$ cat src/rtl/prog_mem_arbiter.sv
// Arbiter sharing the single-port program RAM between the CPU fetch port and the debug/loader port.
// It uses round-robin grants, a debug bus-lock mode for bursts, and a one-cycle read return.
module prog_mem_arbiter #(
    parameter int ADDR_W  = 4,
    parameter int DATA_W  = 8,
    parameter int STALL_W = 8
) (
    input  logic               clk,
    input  logic               rst,
    input  logic               cpu_req,
    input  logic [ADDR_W-1:0]  cpu_addr,
    output logic               cpu_gnt,
    output logic               cpu_rvalid,
    output logic [DATA_W-1:0]  cpu_rdata,
    input  logic               dbg_req,
    input  logic               dbg_we,
    input  logic [ADDR_W-1:0]  dbg_addr,
    input  logic [DATA_W-1:0]  dbg_wdata,
    input  logic               dbg_lock,
    output logic               dbg_gnt,
    output logic               dbg_rvalid,
    output logic [DATA_W-1:0]  dbg_rdata,
    output logic               mem_en,
    output logic               mem_we,
    output logic [ADDR_W-1:0]  mem_addr,
    output logic [DATA_W-1:0]  mem_wdata,
    input  logic [DATA_W-1:0]  mem_rdata,
    output logic               locked,
    output logic [STALL_W-1:0] cpu_stall_cnt
);

    typedef enum logic {
        ST_RR,
        ST_LOCKED
    } state_t;

    localparam logic PORT_CPU = 1'b0;
    localparam logic PORT_DBG = 1'b1;

    state_t state;
    state_t state_next;
    logic   rr_last;
    logic   rd_valid;
    logic   rd_owner;

    always_ff @(posedge clk or posedge rst) begin
        if (rst) begin
            state <= ST_RR;
        end else begin
            state <= state_next;
        end
    end

    // Leaving LOCKED takes effect one cycle after dbg_lock falls, so that cycle still arbitrates as locked
    always_comb begin
        state_next = state;
        case (state)
            ST_RR: begin
                if (dbg_gnt && dbg_lock) begin
                    state_next = ST_LOCKED;
                end
            end
            ST_LOCKED: begin
                if (!dbg_lock) begin
                    state_next = ST_RR;
                end
            end
            default: state_next = ST_RR;
        endcase
    end

    always_comb begin
        cpu_gnt = 1'b0;
        dbg_gnt = 1'b0;
        if (!rst) begin
            case (state)
                ST_LOCKED: begin
                    dbg_gnt = dbg_req;
                end
                default: begin
                    if (cpu_req && dbg_req) begin
                        cpu_gnt = (rr_last == PORT_DBG);
                        dbg_gnt = (rr_last == PORT_CPU);
                    end else begin
                        cpu_gnt = cpu_req;
                        dbg_gnt = dbg_req;
                    end
                end
            endcase
        end
    end

    assign locked    = (state == ST_LOCKED);
    assign mem_en    = cpu_gnt | dbg_gnt;
    assign mem_we    = dbg_gnt & dbg_we;
    assign mem_addr  = cpu_gnt ? cpu_addr : (dbg_gnt ? dbg_addr : '0);
    assign mem_wdata = dbg_gnt ? dbg_wdata : '0;

    always_ff @(posedge clk or posedge rst) begin
        if (rst) begin
            rr_last <= PORT_DBG;
        end else if (cpu_gnt) begin
            rr_last <= PORT_CPU;
        end else if (dbg_gnt) begin
            rr_last <= PORT_DBG;
        end
    end

    // Remember who owns the RAM output on the next cycle; writes return nothing
    always_ff @(posedge clk or posedge rst) begin
        if (rst) begin
            rd_valid <= 1'b0;
            rd_owner <= PORT_CPU;
        end else begin
            rd_valid <= cpu_gnt | (dbg_gnt & ~dbg_we);
            rd_owner <= dbg_gnt ? PORT_DBG : PORT_CPU;
        end
    end

    assign cpu_rvalid = rd_valid & (rd_owner == PORT_CPU);
    assign dbg_rvalid = rd_valid & (rd_owner == PORT_DBG);
    assign cpu_rdata  = cpu_rvalid ? mem_rdata : '0;
    assign dbg_rdata  = dbg_rvalid ? mem_rdata : '0;

    always_ff @(posedge clk or posedge rst) begin
        if (rst) begin
            cpu_stall_cnt <= '0;
        end else if (cpu_req && !cpu_gnt && (cpu_stall_cnt != {STALL_W{1'b1}})) begin
            cpu_stall_cnt <= cpu_stall_cnt + STALL_W'(1);
        end
    end

endmodule

$ cat config.mk
export PLATFORM = sky130hd
export DESIGN_NAME = prog_mem_arbiter
export DESIGN_NICKNAME = d
export VERILOG_FILES = /design/src/rtl/prog_mem_arbiter.sv
export SDC_FILE = /design/constraint.sdc
export NUM_CORES = 1
export LEC_CHECK = 0
export BUFFER_PORTS_ARGS = -buffer_cell sky130_fd_sc_hd__buf_2
export CAP_MARGIN = 10
export CORE_ASPECT_RATIO = 1.2
export CORE_UTILIZATION = 39
export DETAILED_ROUTE_END_ITERATION = 8
export PLACE_DENSITY_LB_ADDON = 0.25
export SYNTH_ARGS = -nofsm -noshare
export SYNTH_HDL_FRONTEND = slang
export SYNTH_SLANG_ARGS = --single-unit
$ cat constraint.sdc
create_clock -name clk -period 3 [get_ports clk]
set_clock_uncertainty 0.15 [all_clocks]
set_input_delay 0.15 -clock clk [delete_from_list [all_inputs] [get_ports clk]]
set_output_delay 0.15 -clock clk [all_outputs]
set_load 0.05 [all_outputs]
==> reports/qor.csv <==
metric;value;unit
Post-Synthesis Cells;84;
final instance area;0.00124;mm2
PD cells;748;mW/mm2
HPWL after DPL;1590;um
VDD IR-drop max;609;uV
CTS Buf Count;3;
final non-filler cell total;181;
Tcrit/Tclk final;86.8;%
final design utilization;66.2;%
Root Buffer;clkbuf_4;
first-pass GRT wire length;3110;um
vias;881;
Final Hold Viols;0;
CTS tree;done;
Die Y;51.3;um
Worst-path clk slew;0.07;ns
critical path cell sequence;dlygate4sd3_1 > buf_2 > inv_1 > nand2_1 > a21oi_2 > a22o_1 > buf_2;
Least-Margin Pin Slew;0.579;ns
buffers added on ports;72;
Worst-Skew Late Latency;0.27;ns
met3 GRT Util;3.18;%
Worst path top cell family by delay;buffers and inverters;
Starting Density;42.1;%
Post-CTS Resized;0;
synthesized flop and latch total;12;
Area Overhead vs Synth;57.3;%
GR Overflow Total;0;
drt total wl;2000;um
setup_tns;0;ns
cells on worst reg2reg path;5;
Synth top cells by count;18 x and2_1, 11 x dfrtp_1, 8 x and3_1;
Worst R2R End;cpu_stall_cnt[1]$_DFFE_PP0P_;
layout cell share with drive strength beyond 1;51.2;%
CTS sink cnt;12;
syn_nets;115;
Bufs on Longest Clock Path;2;
setup violators final;0;
Tot GR Track Use;18.6;%
Most used DFF post-synth;dfrtp_1;
dpl cells;173;
Antenna Cells;0;
wire per inst;11.0;um
RSZ-0062 raised after global routing;no;
Yosys cell types;29;
Worst Setup End Kind;output port;
CP Launch Point;rst;
synthesized area;788;um2
Hold WC Path Type;in -> reg;
initial antenna violation count;0;
fill count;173;
maximum operating frequency;384;MHz
Worst EP arrival;2.30;ns
Worst Setup Start Kind;primary input;
Setup crit end;mem_addr[1];
CP peak stage delay;0.52;ns
grt met1 use;19.1;%
CP max-delay cell;dlygate4sd3_1;
Crit path top cell by count;buf_2;
vias per cell;4.87;
ys async rst share;100;%
Cell Area, Placed;0.00116;mm2
met2 GRT Util;36.1;%
Slew Limit Fails;0;
I/O pin cnt;73;
DRT iter0 DRCs;10;
Lkg Pwr;0.749;nW
CP max FO;18;
reg2reg start;cpu_stall_cnt[0]$_DFFE_PP0P_;
first drt pass iteration count;4;
drt drc;0;
vias in the first global route;754;
Yosys top cell area share;34.9;%
Worst Path Buf+Inv;4;
Syn Area/Cell;9.38;um2
top-count cell post-synth;and2_1;
busiest layer in global routing;met2;
status;completed;
H-tree depth;1;
Ys Warns;0;
Levels on crit path;7;
die width;43.0;um
WS Path Type;in -> out;
die area;0.00221;mm2
sequential area share after synthesis;38.3;%
slew margin rel.;61.4;%
leading area contributor after synthesis;dfrtp_1;
Max-cap violations;0;
largest net degree at the start of global routing;19;
antenna violation net count after detailed routing;0;
Post-synth EDFFs;0;
synth top area cells;dfrtp_1 35%, and2_1 14%, and3_1 6.3%, xor2_1 5.6%, a22o_1 4.4%;
nets;194;
row count;17;
Worst Path Required;2.70;ns
core footprint;0.00187;mm2
Reg2Reg Setup Slack;1.26;ns
crit path time final;2.60;ns
GPL Wtd Cong;0.780;
==> cells by family (layout without fill, tap and decap cells) <==
logic type | count (synthesis) | after routing | synth area share, %
fa+ha+maj | 1 | 1 | 1.59
mux | 2 | 2 | 2.86
compound gates | 11 | 11 | 12.7
buf+inv | 5 | 83 | 2.54
simple gates | 48 | 48 | 36.5
xor+xnor | 5 | 5 | 5.56
flops | 12 | 12 | 38.3
==> per-layer routing <==
metal | wire, um | up-vias
met5 | 0 | -
met3 | 156 | 2
met4 | 19 | 0
met2 | 1060 | 44
met1 | 764 | 387
li1 | - | 448
==> power breakdown <==
part	internal [W]	switching (W)	total [W]
clock network	0.0000738	0.0000536	0.000127
logic	0.000136	0.000368	0.000504
registers	0.000222	0.0000742	0.000296
total	0.000431	0.000496	0.000927
==> tightest hold or removal path, stage by stage <==
cell	delay, ns
buf_2	0.12
o31ai_4	0.10
o21ba_2	0.15
a21oi_1	0.03
==> worst min-delay path by stage <==
stage / start / endpoint / cells past startpoint
final: cpu_req / cpu_stall_cnt[6]$_DFFE_PP0P_ / 4
after global routing: cpu_req / cpu_stall_cnt[6]$_DFFE_PP0P_ / 4
after CTS: cpu_req / cpu_stall_cnt[6]$_DFFE_PP0P_ / 4
after detailed placement: rst / locked$_DFF_PP0_ / 2
after global placement: rst / locked$_DFF_PP0_ / 2
after floorplan: rst / cpu_stall_cnt[0]$_DFFE_PP0P_ / 1
==> layout make-up <==
cell class	count	area, um2	share of cell area [%]
clock buffers	4	36.3	2.93
inverters	3	11.3	0.908
multi-input cells	67	467	37.6
flip-flops and latches	12	302	24.3
well taps	19	23.8	1.92
repair buffers	76	400	32.3
==> registers in the layout, indices dropped and copies added, names as in the netlist <==
signal / flops
rr_last: 1
rd_owner: 1
rd_valid: 1
locked: 1
cpu_stall_cnt: 8
==> layout by cell type (no fill, tap or decap), types with 4 or more instances in the layout <==
cell,Yosys,final
and2_1,18,18
nor3_1,4,4
xor2_1,5,5
a22o_1,4,4
dlygate4sd3_1,0,4
and3_1,8,8
dfrtp_1,11,11
nand3_1,4,4
buf_2,1,72
==> stage by stage <==
stage	worst slack (ns)	power (W)	hold WS (ns)
CTS	0.342	0.000932	0.153
global placement	0.979	0.000789	0.0645
detailed placement	0.886	0.000799	0.0733
global route	0.142	0.000983	0.179
finish	0.397	0.000927	0.165
floorplan	0.441	0.000672	-0.128
==> timing repair <==
item / in CTS / in global routing
setup buffers: 0 / 0
hold buffers: 4 / 0
hold endpoints to repair: 14 / 0
(Power assumes the default switching activity.)
